==> src/rtl/vga_pixel_scheduler_if.sv <==
// Pixel-stream bundle shared by the scheduler, its two pixel sources and vga_driver.
`timescale 1ns/1ps
interface vga_pixel_scheduler_if;
   logic        enable;
   logic [9:0]  win_x0;
   logic [9:0]  win_x1;
   logic [9:0]  win_y0;
   logic [9:0]  win_y1;
   logic [5:0]  bg_data;
   logic        bg_valid;
   logic        bg_ready;
   logic [5:0]  ov_data;
   logic        ov_valid;
   logic        ov_ready;
   logic [7:0]  wb_data;
   logic        frame_start;
   logic [15:0] underrun_cnt;

   // Scheduler side: consumes the sources, drives the driver byte stream.
   modport master (
      input  enable, win_x0, win_x1, win_y0, win_y1,
      input  bg_data, bg_valid, ov_data, ov_valid,
      output bg_ready, ov_ready, wb_data, frame_start, underrun_cnt
   );

   // Environment side: sources, window control and the driver.
   modport slave (
      output enable, win_x0, win_x1, win_y0, win_y1,
      output bg_data, bg_valid, ov_data, ov_valid,
      input  bg_ready, ov_ready, wb_data, frame_start, underrun_cnt
   );
endinterface

==> src/rtl/vga_pixel_scheduler.sv <==
// Frame-level scheduler for the vga_driver pixel byte stream: merges a full-frame
// background source with a rectangular overlay window, tracks the beam in lockstep
// with the driver and counts starved active pixels.
`timescale 1ns/1ps
module vga_pixel_scheduler #(
   parameter int unsigned H_ACTIVE  = 640,
   parameter int unsigned LINE_LEN  = 800,
   parameter int unsigned V_ACTIVE  = 480,
   parameter int unsigned FRAME_LEN = 525
) (
   input  logic                  clk_pix,
   input  logic                  rst_pix,
   vga_pixel_scheduler_if.master bus
);
   localparam logic [9:0] HX_LAST = 10'(LINE_LEN - 1);
   localparam logic [9:0] VY_LAST = 10'(FRAME_LEN - 1);

   typedef enum logic [1:0] {IDLE, SYNC, RUN} state_t;

   state_t      r_state;
   state_t      w_state_nxt;
   logic [9:0]  r_hx;
   logic [9:0]  r_vy;
   logic [9:0]  r_win_x0;
   logic [9:0]  r_win_x1;
   logic [9:0]  r_win_y0;
   logic [9:0]  r_win_y1;
   logic [15:0] r_underrun;
   logic        w_last;
   logic        w_active;
   logic        w_in_win;
   logic        w_starve;
   logic [5:0]  w_pix;

   // Beam-position decode: last cycle of frame, active area, overlay window hit.
   always_comb begin
      w_last   = (r_hx == HX_LAST) && (r_vy == VY_LAST);
      w_active = (32'(r_hx) < H_ACTIVE) && (32'(r_vy) < V_ACTIVE);
      w_in_win = (r_hx >= r_win_x0) && (r_hx < r_win_x1) &&
                 (r_vy >= r_win_y0) && (r_vy < r_win_y1);
   end

   // Next state, pixel selection and handshake outputs.
   always_comb begin
      w_state_nxt     = r_state;
      w_pix           = '0;
      w_starve        = 1'b0;
      bus.wb_data     = 8'h03;
      bus.bg_ready    = 1'b0;
      bus.ov_ready    = 1'b0;
      bus.frame_start = 1'b0;
      case (r_state)
         IDLE: begin
            if (bus.enable) w_state_nxt = SYNC;
         end
         SYNC: begin
            w_state_nxt = RUN;
         end
         RUN: begin
            bus.frame_start = (r_hx == '0) && (r_vy == '0);
            if (w_last) begin
               // wb_data keeps the 8'h03 default: resync code matching the driver wrap
               if (!bus.enable) w_state_nxt = IDLE;
            end else if (w_active) begin
               bus.bg_ready = 1'b1;
               bus.ov_ready = w_in_win;
               if (w_in_win && bus.ov_valid) w_pix = bus.ov_data;
               else if (bus.bg_valid)        w_pix = bus.bg_data;
               else                          w_starve = 1'b1;
               bus.wb_data = {w_pix, 2'b00};
            end else begin
               bus.wb_data = 8'h00;
            end
         end
         default: begin
            w_state_nxt = IDLE;
         end
      endcase
   end

   // State register and beam counters.
   always_ff @(posedge clk_pix) begin
      if (rst_pix) begin
         r_state <= IDLE;
         r_hx    <= '0;
         r_vy    <= '0;
      end else begin
         r_state <= w_state_nxt;
         if (r_state == SYNC) begin
            r_hx <= '0;
            r_vy <= '0;
         end else if (r_state == RUN) begin
            if (r_hx == HX_LAST) begin
               r_hx <= '0;
               r_vy <= (r_vy == VY_LAST) ? '0 : r_vy + 10'd1;
            end else begin
               r_hx <= r_hx + 10'd1;
            end
         end
      end
   end

   // Window registers sampled only at frame boundaries so mid-frame edits wait a frame.
   always_ff @(posedge clk_pix) begin
      if (rst_pix) begin
         r_win_x0 <= '0;
         r_win_x1 <= '0;
         r_win_y0 <= '0;
         r_win_y1 <= '0;
      end else if ((r_state == SYNC) || ((r_state == RUN) && w_last)) begin
         r_win_x0 <= bus.win_x0;
         r_win_x1 <= bus.win_x1;
         r_win_y0 <= bus.win_y0;
         r_win_y1 <= bus.win_y1;
      end
   end

   // Saturating count of active pixels sent as black for lack of source data.
   always_ff @(posedge clk_pix) begin
      if (rst_pix) begin
         r_underrun <= '0;
      end else if (w_starve && (r_underrun != '1)) begin
         r_underrun <= r_underrun + 16'd1;
      end
   end

   assign bus.underrun_cnt = r_underrun;
endmodule
==> src/flat_wrapper.sv <==
// flat-port wrapper written by rule: the top's interface ports become plain ports
module vga_pixel_scheduler_flat 
#(
   parameter int unsigned H_ACTIVE  = 640,
   parameter int unsigned LINE_LEN  = 800,
   parameter int unsigned V_ACTIVE  = 480,
   parameter int unsigned FRAME_LEN = 525
)
  (clk_pix, rst_pix, bus_enable, bus_win_x0, bus_win_x1, bus_win_y0, bus_win_y1, bus_bg_data, bus_bg_valid, bus_ov_data, bus_ov_valid, bus_bg_ready, bus_ov_ready, bus_wb_data, bus_frame_start, bus_underrun_cnt);
  vga_pixel_scheduler_if bus_i ();
  input  logic clk_pix;
  input  logic rst_pix;
  input wire logic [$bits(bus_i.enable)-1:0] bus_enable;
  input wire logic [$bits(bus_i.win_x0)-1:0] bus_win_x0;
  input wire logic [$bits(bus_i.win_x1)-1:0] bus_win_x1;
  input wire logic [$bits(bus_i.win_y0)-1:0] bus_win_y0;
  input wire logic [$bits(bus_i.win_y1)-1:0] bus_win_y1;
  input wire logic [$bits(bus_i.bg_data)-1:0] bus_bg_data;
  input wire logic [$bits(bus_i.bg_valid)-1:0] bus_bg_valid;
  input wire logic [$bits(bus_i.ov_data)-1:0] bus_ov_data;
  input wire logic [$bits(bus_i.ov_valid)-1:0] bus_ov_valid;
  output wire logic [$bits(bus_i.bg_ready)-1:0] bus_bg_ready;
  output wire logic [$bits(bus_i.ov_ready)-1:0] bus_ov_ready;
  output wire logic [$bits(bus_i.wb_data)-1:0] bus_wb_data;
  output wire logic [$bits(bus_i.frame_start)-1:0] bus_frame_start;
  output wire logic [$bits(bus_i.underrun_cnt)-1:0] bus_underrun_cnt;
  assign bus_i.enable = bus_enable;
  assign bus_i.win_x0 = bus_win_x0;
  assign bus_i.win_x1 = bus_win_x1;
  assign bus_i.win_y0 = bus_win_y0;
  assign bus_i.win_y1 = bus_win_y1;
  assign bus_i.bg_data = bus_bg_data;
  assign bus_i.bg_valid = bus_bg_valid;
  assign bus_i.ov_data = bus_ov_data;
  assign bus_i.ov_valid = bus_ov_valid;
  assign bus_bg_ready = bus_i.bg_ready;
  assign bus_ov_ready = bus_i.ov_ready;
  assign bus_wb_data = bus_i.wb_data;
  assign bus_frame_start = bus_i.frame_start;
  assign bus_underrun_cnt = bus_i.underrun_cnt;
  vga_pixel_scheduler #(.H_ACTIVE(H_ACTIVE), .LINE_LEN(LINE_LEN), .V_ACTIVE(V_ACTIVE), .FRAME_LEN(FRAME_LEN)) u_core (.clk_pix(clk_pix), .rst_pix(rst_pix), .bus(bus_i));
endmodule
==> config.mk <==
export PLATFORM = sky130hd
export DESIGN_NAME = vga_pixel_scheduler_flat
export DESIGN_NICKNAME = d
export VERILOG_FILES = /design/src/rtl/vga_pixel_scheduler_if.sv /design/src/rtl/vga_pixel_scheduler.sv /design/src/flat_wrapper.sv
export SDC_FILE = /design/constraint.sdc
export NUM_CORES = 1
export LEC_CHECK = 0
export ABC_AREA = 1
export BUFFER_PORTS_ARGS = -buffer_cell sky130_fd_sc_hd__buf_2
export CAP_MARGIN = 20
export CORE_MARGIN = 2
export CORE_UTILIZATION = 30
export CTS_BUF_LIST = sky130_fd_sc_hd__clkbuf_8
export DETAILED_ROUTE_END_ITERATION = 10
export PLACE_DENSITY = 0.6
export SYNTH_ARGS = -nofsm -noshare
export SYNTH_HDL_FRONTEND = slang
export SYNTH_SLANG_ARGS = --single-unit
export TNS_END_PERCENT = 5
==> constraint.sdc <==
create_clock -name clk_pix -period 2.2 [get_ports clk_pix]
set_clock_uncertainty 0.05 [all_clocks]
set_input_delay 0.33 -clock clk_pix [delete_from_list [all_inputs] [get_ports clk_pix]]
set_output_delay 0.33 -clock clk_pix [all_outputs]
set_load 0.05 [all_outputs]
==> impl_metrics.toml <==
[worst_hold_path]
min-delay-start = "bus_win_y0[0]"
whs_path_depth = 3
holdCritPathClass = "primary input to flop"
holdPathEnd = "u_core.r_win_y0[0]"

[die]
die_h_microns = 128
dieWidth_microns = 128
placementRows = 45
initial_utilization = 0.305
top_level_ports = 84
die_area_sq_um = 16400
core-area_sq_um = 15100

[route]
first_pass_iters = 4
drt_iter0_markers = 269
avgRoutedWirePerCell_microns = 12.6
drc = 0
vias_per_cell = 4.55
detail-route-antenna-nets = 0
vias = 4372
wl_mm = 12.1

[yosys]
synth_top_area_frac = 0.339
synth-edff-count = 0
syn-cell-area_sq_um = 4610
synthArstFlopShare = 0
synth_top_cell_by_area = "dfxtp_1"
seq_area_frac_synth = 0.339
synth_top_cells_by_area = "dfxtp_1, ha_1, nand2_1"
synth_ff_type = "dfxtp_1"
ys_types = 37
ys_ff_latch = 78
syn_nets = 717
syn_area_per_cell_sq_um = 7.47
ys_warn_count = 0
syn_inst = 617

[finish]
finish.utilization = 0.431
layout-drive-gt1-share = 0.421
num-fill-cells = 1545
multiInputGateArea_sq_um = 3020
antenna_cells = 0
layout.nets = 867
synthToLayoutAreaGrowth_pct = 41.2
fin_cells = 960
seq_area_sq_um = 1600

[critical_path]
worstPathRequired_ps = 1820
worst-path-max-fanout = 5
arrival_ps = 2240
endpoint_kind = "output port"
rr_worst_depth = 11
worstSetupPathType = "flop to output port"
rrSetupSlack_ps = 20
cp-start-kind = "flop"
r2r_start = "u_core.r_vy[3]"
r2r-end = "u_core.bus.underrun_cnt[3]"

[place]
dp.cells = 937
portBuffers = 83
dp_hpwl_mm = 8.68
gp_congestion = 0.784
dp_slack_ps = -231

[grt]
grt_use_total = 0.153
grt_pass1_wl_mm = 19.9
antenna_found_initial = 0
grt_pass1_vias = 4195
grt_start_max_net_pins = 46
overflow = 0

[clock_tree]
holdBufCountCts = 0
clk_path_buf_depth = 2
cts_tree = "built"
clkTransAtPathRegs_ps = 90
clk_latency_ps = 380
cts_root_buf = "clkbuf_8"
cts.sinks = 78
cts_buffers = 9
htreeDepth = 3

[sta]
max_clock_freq_mhz = 382
fin_tns_setup_ps = -2790
worst_slack_ps = -420
rsz0062_at_grt = "yes"
finalSetupViolations = 9
finalHoldViolCount = 0
max_slew_margin = 0.722
period_share = 1.19
post-route-min-period_ps = 2620
worst_pin_slew_ps = 417
slew_violations = 0

[power_and_ir_drop]
vdd_drop_max_uv = 224
power_per_cell_area_nw_per_um2 = 557
leakagePower_nw = 2.74
p_total_mw = 3.62

[outcome]
outcome = "complete, but fails checks"
violations = "negative setup slack"

[run]
maxCapViolations = 0
-- power by group --
part / internal [mW] / switching, mW / total, mW
clock: 0.678 / 0.595 / 1.27
combinational: 0.340 / 0.504 / 0.844
sequential: 1.48 / 0.0233 / 1.50
-- layer usage --
layer | global-route usage | vias up | part of all wire
met1 | 0.202 | 1931 | 0.49
met2 | 0.246 | 75 | 0.45
met4 | 0.0653 | 0 | 0.019
li1 | - | 2353 | -
met5 | 0 | - | 0
met3 | 0.0267 | 13 | 0.034
-- logic make-up after synthesis --
logic type,after synthesis,synth area share
buffers and inverters,109,0.0996
DFF,78,0.339
xor gates and xnor gates,15,0.0285
AOI/OAI and AO/OA,145,0.184
and+or+nand+nor,227,0.232
adders and majority gates,43,0.117
-- synthesized netlist by cell type (all sizes together), types with 3 or more instances --
cell type and instances:
a21oi 85, buf 9, clkbuf 12, clkinv 3, dfxtp 78, ha 43
inv 85, nand2 105, nand3 24, nand4 23, nor2 52, nor3 14
nor3b 3, o21a 3, o21ai 56, xnor2 3, xor2 12
-- stage by stage --
step	area (sq um)	hold slack [ps]
floorplan	4730	386
global placement	5780	410
detailed placement	5780	414
CTS	6380	117
global route	6500	144
finish	6500	134
-- layout by cell type (no fill, tap or decap), drive strengths merged, types with 5 or more instances in the layout --
master and n:
a21oi 85, buf 159, clkbuf 10, clkinv 5, dfxtp 78, ha 43, inv 86, nand2 105
nand3 24, nand4 24, nor2 52, nor3 14, o21ai 56, xor2 12
-- registers in the layout, summed over array words and instances (netlist names) --
signal	flops
u_core.r_win_x0	10
u_core.r_win_y1	10
u_core.r_win_x1	10
u_core.r_state	2
u_core.r_win_y0	10
u_core.r_hx	10
u_core.r_vy	10
u_core.bus.underrun_cnt	16
-- cell type report --
class,count,share of cell area
multi-input combinational,431,0.464
sequential,78,0.246
timing repair buffer,159,0.167
inverter,88,0.0512
tap,188,0.0362
clock buffer,10,0.0212
clock inverter,6,0.0144
-- worst max-delay path, stage by stage (launching register included) --
cell	delay, ps
dfxtp_2	330
inv_2	70
ha_4	200
a21oi_1	130
or2_1	140
nand3_2	90
nor2_4	210
nand4_4	200
buf_6	190
a21oi_4	120
buf_6	170
-- worst max path at each step --
| stage | start | end | slack, ps | depth (start not counted) |
|---|---|---|---|---|
| final | u_core.r_win_y1[7] | bus_wb_data[6] | -420 | 10 |
| after global routing | u_core.r_win_x0[4] | bus_wb_data[6] | -550 | 10 |
| after floorplan | u_core.r_win_y1[5] | bus_wb_data[2] | -10 | 12 |
| after CTS | u_core.r_win_y1[9] | bus_wb_data[6] | -460 | 11 |
| after global placement | u_core.r_hx[5] | bus_wb_data[2] | -210 | 9 |
| after detailed placement | u_core.r_win_y1[5] | bus_wb_data[5] | -230 | 13 |
-- what timing repair did --
action | 4_1_cts | 5_1_grt
setup buffers | 6 | 0
gates resized for setup | 83 | 44
pin swaps | 29 | 19
setup endpoints to repair | 27 | 57
gates cloned | 1 | 0
(Power assumes the default switching activity.)
